$ cat src/rtl/pipeline_hazard_ctrl.sv
// Purpose: stall/flush controller for the 5-stage pipeline (load-use, branch, jump, data-memory wait).
// Latency: control outputs are same-cycle decode; o_wait, statistics and timeout flag update at posedge.
// Backpressure: a pending data-memory access freezes the pipeline until i_mem_ready; no other input is stalled.
module pipeline_hazard_ctrl #(
  parameter int REG_W       = 6,
  parameter int CNT_W       = 16,
  parameter int MEM_TIMEOUT = 64
) (
  input  logic             clk,
  input  logic             reset,
  input  logic [REG_W-1:0] i_id_rs,
  input  logic [REG_W-1:0] i_id_rt,
  input  logic             i_id_uses_rs,
  input  logic             i_id_uses_rt,
  input  logic             i_id_jump,
  input  logic             i_ex_mem_read,
  input  logic [REG_W-1:0] i_ex_rt,
  input  logic             i_ex_branch_taken,
  input  logic             i_mem_req,
  input  logic             i_mem_ready,
  output logic             o_pc_write,
  output logic             o_if_id_write,
  output logic             o_if_id_flush,
  output logic             o_id_ex_flush,
  output logic             o_ex_mem_hold,
  output logic             o_wait,
  output logic             o_mem_timeout,
  output logic [CNT_W-1:0] o_stall_cnt,
  output logic [CNT_W-1:0] o_flush_cnt
);

  // Wait counter saturates at MEM_TIMEOUT, so it needs enough bits to hold that value.
  localparam int WCNT_W = $clog2(MEM_TIMEOUT + 1);
  localparam logic [WCNT_W-1:0] WCNT_LAST = WCNT_W'(MEM_TIMEOUT - 1);
  localparam logic [WCNT_W-1:0] WCNT_MAX  = WCNT_W'(MEM_TIMEOUT);

  typedef enum logic {
    RUN      = 1'b0,
    MEM_WAIT = 1'b1
  } state_t;

  typedef struct packed {
    logic pc_write;
    logic if_id_write;
    logic if_id_flush;
    logic id_ex_flush;
    logic ex_mem_hold;
  } ctrl_t;

  state_t            state_q;
  state_t            state_d;
  ctrl_t             ctrl;
  logic              load_use_haz;
  logic              freeze;
  logic              stall_evt;
  logic              flush_evt;
  logic [WCNT_W-1:0] wait_cnt_q;
  logic              timeout_q;
  logic [CNT_W-1:0]  stall_cnt_q;
  logic [CNT_W-1:0]  flush_cnt_q;

  // Hazard and freeze terms; r0 never carries a real dependency.
  always_comb begin
    load_use_haz = i_ex_mem_read && (i_ex_rt != '0) &&
                   ((i_id_uses_rs && (i_id_rs == i_ex_rt)) ||
                    (i_id_uses_rt && (i_id_rt == i_ex_rt)));
    freeze       = ((state_q == RUN) && i_mem_req && !i_mem_ready) ||
                   ((state_q == MEM_WAIT) && !i_mem_ready);
  end

  // State register.
  always_ff @(posedge clk or posedge reset) begin
    if (reset) begin
      state_q <= RUN;
    end else begin
      state_q <= state_d;
    end
  end

  // Next-state: enter MEM_WAIT on an unanswered request, leave when memory answers.
  always_comb begin
    state_d = state_q;
    case (state_q)
      RUN:      if (i_mem_req && !i_mem_ready) state_d = MEM_WAIT;
      MEM_WAIT: if (i_mem_ready) state_d = RUN;
      default:  state_d = RUN;
    endcase
  end

  // Output decode in fixed priority: freeze, branch, load-use, jump, default.
  always_comb begin
    ctrl = '{pc_write: 1'b1, if_id_write: 1'b1, if_id_flush: 1'b0,
             id_ex_flush: 1'b0, ex_mem_hold: 1'b0};
    if (freeze) begin
      // Whole pipeline holds; branch/jump/hazard are re-presented after release.
      ctrl.pc_write    = 1'b0;
      ctrl.if_id_write = 1'b0;
      ctrl.ex_mem_hold = 1'b1;
    end else if (i_ex_branch_taken) begin
      // Branch squashes both younger instructions, including any hazarding one.
      ctrl.if_id_flush = 1'b1;
      ctrl.id_ex_flush = 1'b1;
    end else if (load_use_haz) begin
      ctrl.pc_write    = 1'b0;
      ctrl.if_id_write = 1'b0;
      ctrl.id_ex_flush = 1'b1;
    end else if (i_id_jump) begin
      ctrl.if_id_flush = 1'b1;
    end
  end

  assign o_pc_write    = ctrl.pc_write;
  assign o_if_id_write = ctrl.if_id_write;
  assign o_if_id_flush = ctrl.if_id_flush;
  assign o_id_ex_flush = ctrl.id_ex_flush;
  assign o_ex_mem_hold = ctrl.ex_mem_hold;
  assign o_wait        = (state_q == MEM_WAIT);

  // Statistic events: a load-use stall only counts when a branch does not override it.
  always_comb begin
    stall_evt = freeze || (load_use_haz && !i_ex_branch_taken);
    flush_evt = !freeze && (i_ex_branch_taken || (i_id_jump && !load_use_haz));
  end

  // Saturating stall and flush counters.
  always_ff @(posedge clk or posedge reset) begin
    if (reset) begin
      stall_cnt_q <= '0;
      flush_cnt_q <= '0;
    end else begin
      if (stall_evt && (stall_cnt_q != '1)) stall_cnt_q <= stall_cnt_q + CNT_W'(1);
      if (flush_evt && (flush_cnt_q != '1)) flush_cnt_q <= flush_cnt_q + CNT_W'(1);
    end
  end

  assign o_stall_cnt = stall_cnt_q;
  assign o_flush_cnt = flush_cnt_q;

  // Wait counter: held at zero in RUN so it starts fresh on every MEM_WAIT entry.
  always_ff @(posedge clk or posedge reset) begin
    if (reset) begin
      wait_cnt_q <= '0;
    end else if (state_q == RUN) begin
      wait_cnt_q <= '0;
    end else if (wait_cnt_q != WCNT_MAX) begin
      wait_cnt_q <= wait_cnt_q + WCNT_W'(1);
    end
  end

  // Sticky timeout flag: sets as the counter reaches MEM_TIMEOUT; the access keeps waiting.
  always_ff @(posedge clk or posedge reset) begin
    if (reset) begin
      timeout_q <= 1'b0;
    end else if ((state_q == MEM_WAIT) && (wait_cnt_q == WCNT_LAST)) begin
      timeout_q <= 1'b1;
    end
  end

  assign o_mem_timeout = timeout_q;

endmodule

$ cat config.mk
export PLATFORM = sky130hd
export DESIGN_NAME = pipeline_hazard_ctrl
export DESIGN_NICKNAME = d
export VERILOG_FILES = /design/src/rtl/pipeline_hazard_ctrl.sv
export SDC_FILE = /design/constraint.sdc
export NUM_CORES = 1
export LEC_CHECK = 0
export ABC_AREA = 1
export CAP_MARGIN = 20
export CORE_MARGIN = 2
export CORE_UTILIZATION = 38
export DETAILED_ROUTE_END_ITERATION = 8
export PLACE_DENSITY = 0.62
export SYNTH_ARGS = -nofsm -noshare
export SYNTH_HDL_FRONTEND = slang
export SYNTH_SLANG_ARGS = --single-unit
$ cat constraint.sdc
create_clock -name clk -period 4.2 [get_ports clk]
set_clock_uncertainty 0.05 [all_clocks]
set_input_delay 1.26 -clock clk [delete_from_list [all_inputs] [get_ports clk]]
set_output_delay 1.26 -clock clk [all_outputs]
set_load 0.05 [all_outputs]
==> results of run 1 <==
-- kinds of logic after synthesis --
group | count (synthesis)
xor+xnor | 27
compound gates | 20
flops | 41
fa+ha+maj | 4
simple gates | 238
buf+inv | 64
-- critical path, delay by kind of cell --
kind	cells	cell delay, ns
buffers and inverters	3	0.76
AOI/OAI and AO/OA	2	0.38
and+or+nand+nor	5	0.34
-- how the worst min path moves through the flow --
stage,cells past startpoint,start,end
5_1_grt,2,o_mem_timeout,o_mem_timeout
6_report,2,o_mem_timeout,o_mem_timeout
3_3_place_gp,2,o_mem_timeout,o_mem_timeout
3_5_place_dp,2,o_mem_timeout,o_mem_timeout
4_1_cts,2,o_mem_timeout,o_mem_timeout
2_1_floorplan,1,wait_cnt_q[4],wait_cnt_q[4]
-- repair_timing --
item,CTS,global route
hold buffers,0,0
resized for setup,0,1
setup endpoints to repair,0,2
-- power by group through the flow --
stage / combinational [mW] / clock, mW / sequential, mW
after global placement: 0.454 / 0 / 0.511
after floorplan: 0.172 / 0 / 0.636
after CTS: 0.459 / 0.351 / 0.505
after detailed placement: 0.457 / 0 / 0.512
after global routing: 0.494 / 0.362 / 0.515
final: 0.455 / 0.336 / 0.505
-- Yosys cell counts --
cell type  count  area, µm²
buf_4          3       22.5
ha_1           4       50.1
nand2_1      128        480
buf_1          1       3.75
nand3_1       32        160
a21oi_1        5       25.0
nand4_1       23        144
a21boi_1       1       7.51
inv_2         10       37.5
nand2_2        2       12.5
o31ai_1        1       7.51
o22ai_1        1       6.26
xor2_1        14        123
nor4_1         1       6.26
xnor2_1       13        114
nor3_1        10       50.1
o21ai_0        7       35.0
o21ai_1        4       20.0
nand3b_1       2       15.0
nand3_2        3       30.0
inv_1         43        161
nor3_2         1       10.0
buf_6          1       11.3
nor2_1        30        113
nor2_2         2       12.5
or2_2          2       12.5
buf_2          5       25.0
dfrtp_1       41       1030
a31oi_1        1       6.26
clkbuf_1       1       3.75
nand4_2        2       25.0
-- metal layers --
layer / up-vias / global-route usage, %
met1: 1245 / 22.6
met4: 0 / 3.26
met2: 48 / 30.6
met5: - / 0
li1: 1387 / -
met3: 6 / 2.86
-- layout make-up --
cell class                      instances  area share [%]
Tap cell                               99            3.38
Clock inverter                          2            1.02
Clock buffer                            6            2.25
Timing Repair Buffer                   68            19.7
Multi-Input combinational cell        289            40.2
Inverter                               53            5.43
Sequential cell                        41            28.0
-- metrics by stage --
stage / setup WS, ns / area [µm²] / power [mW] / hold slack, ns
3_3_place_gp: 0.137 / 3540 / 0.965 / 0.401
5_1_grt: 0.0132 / 3660 / 1.37 / 0.461
3_5_place_dp: 0.122 / 3540 / 0.969 / 0.408
2_1_floorplan: 0.0827 / 2760 / 0.809 / 0.445
4_1_cts: 0.117 / 3660 / 1.31 / 0.430
6_report: 0.138 / 3660 / 1.30 / 0.424
-- state kept, by name (all words and copies together), names as in the netlist --
signal and count:
o_flush_cnt 16, o_stall_cnt 16, wait_cnt_q 7, o_mem_timeout 1, o_wait 1
==> metrics.txt, run 1 <==
# TYPE chip_impl_metric gauge
chip_impl_metric{name="placedCellCount",unit=""} 550
chip_impl_info{name="endpoint",value="o_if_id_flush"} 1
chip_impl_metric{name="clock_power_share",unit="%"} 25.9
chip_impl_metric{name="final.setup.tns",unit="ns"} 0
chip_impl_metric{name="finish.utilization",unit="%"} 51.3
chip_impl_metric{name="vias_per_cell",unit=""} 4.81
chip_impl_metric{name="max_cap_violations",unit=""} 0
chip_impl_metric{name="grt_start_max_net_pins",unit=""} 42
chip_impl_metric{name="postSynthNetCount",unit=""} 425
chip_impl_metric{name="io_buffers",unit=""} 65
chip_impl_metric{name="via_total_after_detailed_routing",unit=""} 2686
chip_impl_metric{name="first_iter_violations",unit=""} 118
chip_impl_metric{name="final.period_utilization",unit="%"} 96.7
chip_impl_metric{name="grt_antenna_before_repair",unit=""} 0
chip_impl_metric{name="area.growth.synth_to_final",unit="%"} 33.0
chip_impl_info{name="tritoncts",value="done"} 1
chip_impl_metric{name="insertion_delay",unit="ns"} 0.29
chip_impl_metric{name="cts_post_setup_buffers_inserted",unit=""} 0
chip_impl_metric{name="ys_seq_elements",unit=""} 41
chip_impl_metric{name="drc_errors",unit=""} 0
chip_impl_info{name="slowest_stage",value="clkdlybuf4s50_1"} 1
chip_impl_info{name="cts_root_buf",value="clkbuf_8"} 1
chip_impl_metric{name="timing.final.crit_period",unit="ns"} 4.06
chip_impl_metric{name="grt_pass1_wl",unit="µm"} 11200
chip_impl_metric{name="setup-violations-final",unit=""} 0
chip_impl_info{name="critical_path.reg2reg.startpoint",value="o_flush_cnt[0]"} 1
chip_impl_metric{name="crit_required",unit="ns"} 2.89
chip_impl_metric{name="yosysWarnings",unit=""} 0
chip_impl_metric{name="dr.pass1.iters",unit=""} 4
chip_impl_metric{name="regArea",unit="µm²"} 1030
chip_impl_metric{name="ctsLongestPathBuffers",unit=""} 2
chip_impl_metric{name="cts_sinks",unit=""} 41
chip_impl_info{name="timing.setup.critical_path_class",value="input port to output port"} 1
chip_impl_metric{name="gr-usage-all-layers",unit="%"} 17.4
chip_impl_metric{name="die_w",unit="µm"} 89.2
chip_impl_metric{name="clock.fmax",unit="MHz"} 246
chip_impl_metric{name="num-fill-cells",unit=""} 718
chip_impl_metric{name="clk_pin_slew_worst_paths",unit="ns"} 0.08
chip_impl_info{name="outcome",value="finished, final reports clean"} 1
chip_impl_metric{name="grt_pass1_vias",unit=""} 2465
chip_impl_metric{name="yosys.area_share.xor_xnor",unit="%"} 8.58
chip_impl_metric{name="final-max-slew-violation-count",unit=""} 0
chip_impl_metric{name="initial_utilization",unit="%"} 38.6
chip_impl_metric{name="proportion_of_synthesized_chip_area_in_sequential_cells",unit="%"} 37.2
chip_impl_metric{name="drt-total-wl",unit="µm"} 6550
chip_impl_metric{name="syn-cell-area",unit="µm²"} 2760
chip_impl_metric{name="gp_congestion",unit=""} 0.870
chip_impl_metric{name="switching_power",unit="mW"} 0.496
chip_impl_metric{name="grt_remaining_overflow",unit=""} 0
chip_impl_metric{name="p_leak",unit="nW"} 1.69
chip_impl_metric{name="muxShareOfSynthArea",unit="%"} 0
chip_impl_info{name="critical_path.startpoint_type",value="input port"} 1
chip_impl_info{name="layout.cells.most_common",value="nand2_1"} 1
chip_impl_metric{name="final-hold-violation-count",unit=""} 0
chip_impl_metric{name="synthesis.instances",unit=""} 394
chip_impl_info{name="worst_r2r_endpoint",value="o_flush_cnt[8]"} 1
chip_impl_metric{name="synth_compound_area_share",unit="%"} 3.90
chip_impl_metric{name="cts_buffers",unit=""} 5
chip_impl_metric{name="comb_power_share",unit="%"} 35.1
chip_impl_metric{name="maximum_vdd_drop",unit="mV"} 0.249
chip_impl_metric{name="wl_met3",unit="µm"} 215
chip_impl_metric{name="met2RoutedLength",unit="µm"} 3200
chip_impl_metric{name="rrSetupSlack",unit="ns"} 1.95
chip_impl_metric{name="power.switching_fraction",unit="%"} 38.3
chip_impl_metric{name="crit_fanout",unit=""} 3
chip_impl_metric{name="mean_cell_area_of_the_mapped_netlist",unit="µm²"} 7.00
chip_impl_metric{name="p_int",unit="mW"} 0.800
chip_impl_metric{name="num_antenna_cells",unit=""} 0
chip_impl_metric{name="part_of_the_power_in_registers",unit="%"} 39.0
chip_impl_metric{name="slowest_delay",unit="ns"} 0.52
chip_impl_info{name="worstSetupEndpointType",value="output port"} 1
chip_impl_metric{name="floorplan.rows",unit=""} 31
chip_impl_metric{name="die-area",unit="µm²"} 7950
chip_impl_metric{name="h_tree_lvls",unit=""} 2
chip_impl_metric{name="total_area_of_multi_input_combinational_cells",unit="µm²"} 1470
chip_impl_metric{name="powerDensity",unit="nW/µm²"} 354
chip_impl_info{name="setup_repair_after_global_routing_missed_its_margin",value="no"} 1
chip_impl_metric{name="r2r_cells",unit=""} 7
chip_impl_metric{name="arrival",unit="ns"} 2.75
chip_impl_info{name="hold_path_class",value="register to register"} 1
chip_impl_metric{name="drt-wirelength-per-cell",unit="µm"} 11.7
chip_impl_info{name="top_signal_layer_used",value="met4"} 1
chip_impl_metric{name="synth_adder_area_share",unit="%"} 1.82
chip_impl_metric{name="timing.slew.headroom",unit="%"} 65.1
chip_impl_metric{name="drtAntennaViolNets",unit=""} 0
chip_impl_metric{name="die_h",unit="µm"} 89.2
chip_impl_metric{name="synth-simple-area-share",unit="%"} 38.9
chip_impl_metric{name="met1_wirelength",unit="µm"} 3090
chip_impl_metric{name="layout_cells_excl_fill",unit=""} 558
chip_impl_info{name="worst_path_most_repeated_cell",value="nand2_1"} 1
chip_impl_info{name="most-common-layout-cells",value="nand2_1, clkdlybuf4s50_1, inv_1"} 1
chip_impl_metric{name="synth_cell_types",unit=""} 31
chip_impl_info{name="setup.worst_path.start",value="i_ex_rt[3]"} 1
chip_impl_metric{name="boundaryPins",unit=""} 66
chip_impl_metric{name="core",unit="µm²"} 7140
chip_impl_metric{name="post_route_cells_drive_above_1_share",unit="%"} 8.71
chip_impl_info{name="main_combinational_cell_family_by_area_after_synthesis",value="simple AND/OR/NAND/NOR gates"} 1
chip_impl_metric{name="nNetsFinal",unit=""} 489
chip_impl_info{name="path_cells",value="clkdlybuf4s50_1, inv_2, o21ai_0, nor2_1, nand2_1, nand2_1, nand2_1, nand2_1, a21oi_1, buf_12"} 1
chip_impl_metric{name="dp.final_hpwl",unit="µm"} 4880
chip_impl_metric{name="worst_pin_slew",unit="ns"} 0.524
(Power assumes the default switching activity.)
==> run 2, diff against run 1 <==
CORE_UTILIZATION = 54   (was 38)
PLACE_DENSITY = 0.84   (was 0.62)
==> run 2 against run 1 <==
Net effect: utilization grew 21 points; routed wire length down 0.24%; die area fell by 28%; critical endpoint is now o_id_ex_flush; sequential power about the same; largest cell class unchanged.
==> metrics.txt, run 2 (synthesized netlist as in run 1, its figures left out) <==
# TYPE chip_impl_metric gauge
chip_impl_info{name="outcome",value="finished, final reports clean"} 1
chip_impl_metric{name="cts-hold-fix-buffers",unit=""} 0
chip_impl_metric{name="max_cap_violations",unit=""} 0
chip_impl_metric{name="final_design_area_no_fill",unit="µm²"} 3610
chip_impl_metric{name="detailed_place.area",unit="µm²"} 3500
chip_impl_info{name="critical_path.reg2reg.startpoint",value="o_flush_cnt[0]"} 1
chip_impl_metric{name="clk_pin_slew_worst_paths",unit="ns"} 0.08
chip_impl_metric{name="drtAntennaViolNets",unit=""} 0
chip_impl_metric{name="floorplan.rows",unit=""} 26
chip_impl_metric{name="total_area_of_multi_input_combinational_cells",unit="µm²"} 1480
chip_impl_info{name="hold_path_class",value="register to register"} 1
chip_impl_metric{name="cts_resized",unit=""} 0
chip_impl_info{name="layout.cells.most_common",value="nand2_1"} 1
chip_impl_metric{name="ctsLongestPathBuffers",unit=""} 2
chip_impl_metric{name="grt_pass1_vias",unit=""} 2685
chip_impl_metric{name="initial_utilization",unit="%"} 55.0
chip_impl_metric{name="timing.final.crit_period",unit="ns"} 4.11
chip_impl_metric{name="gp_congestion",unit=""} 0.864
chip_impl_info{name="worstSetupEndpointType",value="output port"} 1
chip_impl_metric{name="gr-usage-all-layers",unit="%"} 24.4
chip_impl_metric{name="finish.utilization",unit="%"} 72.1
chip_impl_metric{name="timing.slew.headroom",unit="%"} 63.0
chip_impl_metric{name="drc_errors",unit=""} 0
chip_impl_metric{name="slowest_delay",unit="ns"} 0.54
chip_impl_metric{name="drt-total-wl",unit="µm"} 6530
chip_impl_metric{name="grt_start_max_net_pins",unit=""} 28
chip_impl_metric{name="powerDensity",unit="nW/µm²"} 347
chip_impl_metric{name="area.growth.synth_to_final",unit="%"} 31.1
chip_impl_metric{name="die-area",unit="µm²"} 5690
chip_impl_metric{name="io_buffers",unit=""} 65
chip_impl_metric{name="nNetsFinal",unit=""} 489
chip_impl_metric{name="crit_required",unit="ns"} 2.89
chip_impl_metric{name="maximum_vdd_drop",unit="mV"} 0.283
chip_impl_metric{name="cts_sinks",unit=""} 41
chip_impl_metric{name="r2r_cells",unit=""} 7
chip_impl_metric{name="first_iter_violations",unit=""} 143
chip_impl_info{name="path_cells",value="clkdlybuf4s50_1, inv_2, nand2_1, nand2_1, inv_1, nand2_1, nor2_1, nand2_1, nand2_1, nand2_1, a21oi_1, buf_12"} 1
chip_impl_metric{name="num_antenna_cells",unit=""} 0
chip_impl_metric{name="drt-wirelength-per-cell",unit="µm"} 12.3
chip_impl_metric{name="final-max-slew-violation-count",unit=""} 0
chip_impl_info{name="worstHoldEndpoint",value="o_mem_timeout"} 1
chip_impl_metric{name="regArea",unit="µm²"} 1030
chip_impl_metric{name="dp_slack",unit="ns"} 0.0691
chip_impl_metric{name="crit_fanout",unit=""} 3
chip_impl_info{name="slowest_stage",value="clkdlybuf4s50_1"} 1
chip_impl_metric{name="final-hold-violation-count",unit=""} 0
chip_impl_metric{name="die_w",unit="µm"} 75.4
chip_impl_metric{name="cts_post_setup_buffers_inserted",unit=""} 0
chip_impl_metric{name="arrival",unit="ns"} 2.80
chip_impl_info{name="most-common-layout-cells",value="nand2_1, clkdlybuf4s50_1, inv_1"} 1
chip_impl_metric{name="clock.fmax",unit="MHz"} 243
chip_impl_metric{name="grt_pass1_wl",unit="µm"} 11100
chip_impl_info{name="tritoncts",value="done"} 1
chip_impl_metric{name="insertion_delay",unit="ns"} 0.29
chip_impl_info{name="worst_r2r_endpoint",value="o_flush_cnt[6]"} 1
chip_impl_metric{name="post-layout-total-power",unit="mW"} 1.25
chip_impl_metric{name="h_tree_lvls",unit=""} 2
chip_impl_metric{name="dp.final_hpwl",unit="µm"} 4910
chip_impl_info{name="critical_path.startpoint_type",value="input port"} 1
chip_impl_info{name="timing.hold.worst.start",value="o_mem_timeout"} 1
chip_impl_metric{name="dr.pass1.iters",unit=""} 5
chip_impl_metric{name="via_total_after_detailed_routing",unit=""} 2730
chip_impl_metric{name="grt_remaining_overflow",unit=""} 0
chip_impl_metric{name="rrSetupSlack",unit="ns"} 1.96
chip_impl_metric{name="p_leak",unit="nW"} 1.69
chip_impl_metric{name="worst_slack",unit="ns"} 0.0853
chip_impl_metric{name="final.setup.tns",unit="ns"} 0
chip_impl_metric{name="worst_pin_slew",unit="ns"} 0.554
chip_impl_metric{name="cts_buffers",unit=""} 5
chip_impl_metric{name="post_route_cells_drive_above_1_share",unit="%"} 8.93
chip_impl_metric{name="core",unit="µm²"} 5010
chip_impl_metric{name="layout_cells_excl_fill",unit=""} 529
chip_impl_metric{name="vias_per_cell",unit=""} 5.16
chip_impl_metric{name="grt_antenna_before_repair",unit=""} 0
chip_impl_info{name="setup_repair_after_global_routing_missed_its_margin",value="yes"} 1
chip_impl_metric{name="final.period_utilization",unit="%"} 98.0
chip_impl_metric{name="die_h",unit="µm"} 75.4
chip_impl_metric{name="boundaryPins",unit=""} 66
chip_impl_info{name="cts_root_buf",value="clkbuf_8"} 1
chip_impl_metric{name="placedCellCount",unit=""} 521
chip_impl_metric{name="hold_path_depth",unit=""} 2
chip_impl_info{name="worst_path_most_repeated_cell",value="nand2_1"} 1
chip_impl_metric{name="setup-violations-final",unit=""} 0
chip_impl_metric{name="timing.hold.ws",unit="ns"} 0.435
chip_impl_metric{name="num-fill-cells",unit=""} 429
chip_impl_info{name="timing.setup.critical_path_class",value="input port to output port"} 1
-- run 2: final cells by class --
cell class / count / share of cell area (%)
inverters: 53 / 5.51
flip-flops and latches: 41 / 28.4
clock inverters: 1 / 0.139
clock buffers: 7 / 2.67
multi-input cells: 289 / 40.9
well taps: 70 / 2.42
repair buffers: 68 / 20.0
-- run 2: worst max-delay path, delay by kind of cell --
kind / cells / cell delay [ns]
AOI/OAI and AO/OA: 1 / 0.25
buffers and inverters: 4 / 0.83
and+or+nand+nor: 7 / 0.46
-- run 2: power breakdown --
| part | internal (mW) | switching, mW |
|---|---|---|
| Combinational | 0.171 | 0.289 |
| Clock | 0.149 | 0.140 |
| Sequential | 0.437 | 0.0683 |
-- run 2: worst max path at each step --
stage / startpoint / end / slack, ns / cells past startpoint
after floorplan: i_mem_req / o_pc_write / 0.08 / 7
after global placement: i_ex_rt[3] / o_pc_write / 0.15 / 13
after detailed placement: i_ex_rt[1] / o_if_id_write / 0.07 / 13
after CTS: i_ex_rt[1] / o_if_id_write / 0.06 / 13
after global routing: i_ex_rt[1] / o_id_ex_flush / -0.009 / 12
final: i_ex_rt[1] / o_id_ex_flush / 0.09 / 12
-- run 2: layer usage --
layer  GRT usage [%]  wire (µm)  vias up
met2            43.4       3290       75
met3            4.50        292       12
met1            29.2       2840     1258
met5               0          0        -
li1                -          -     1385
met4            9.36        111        0
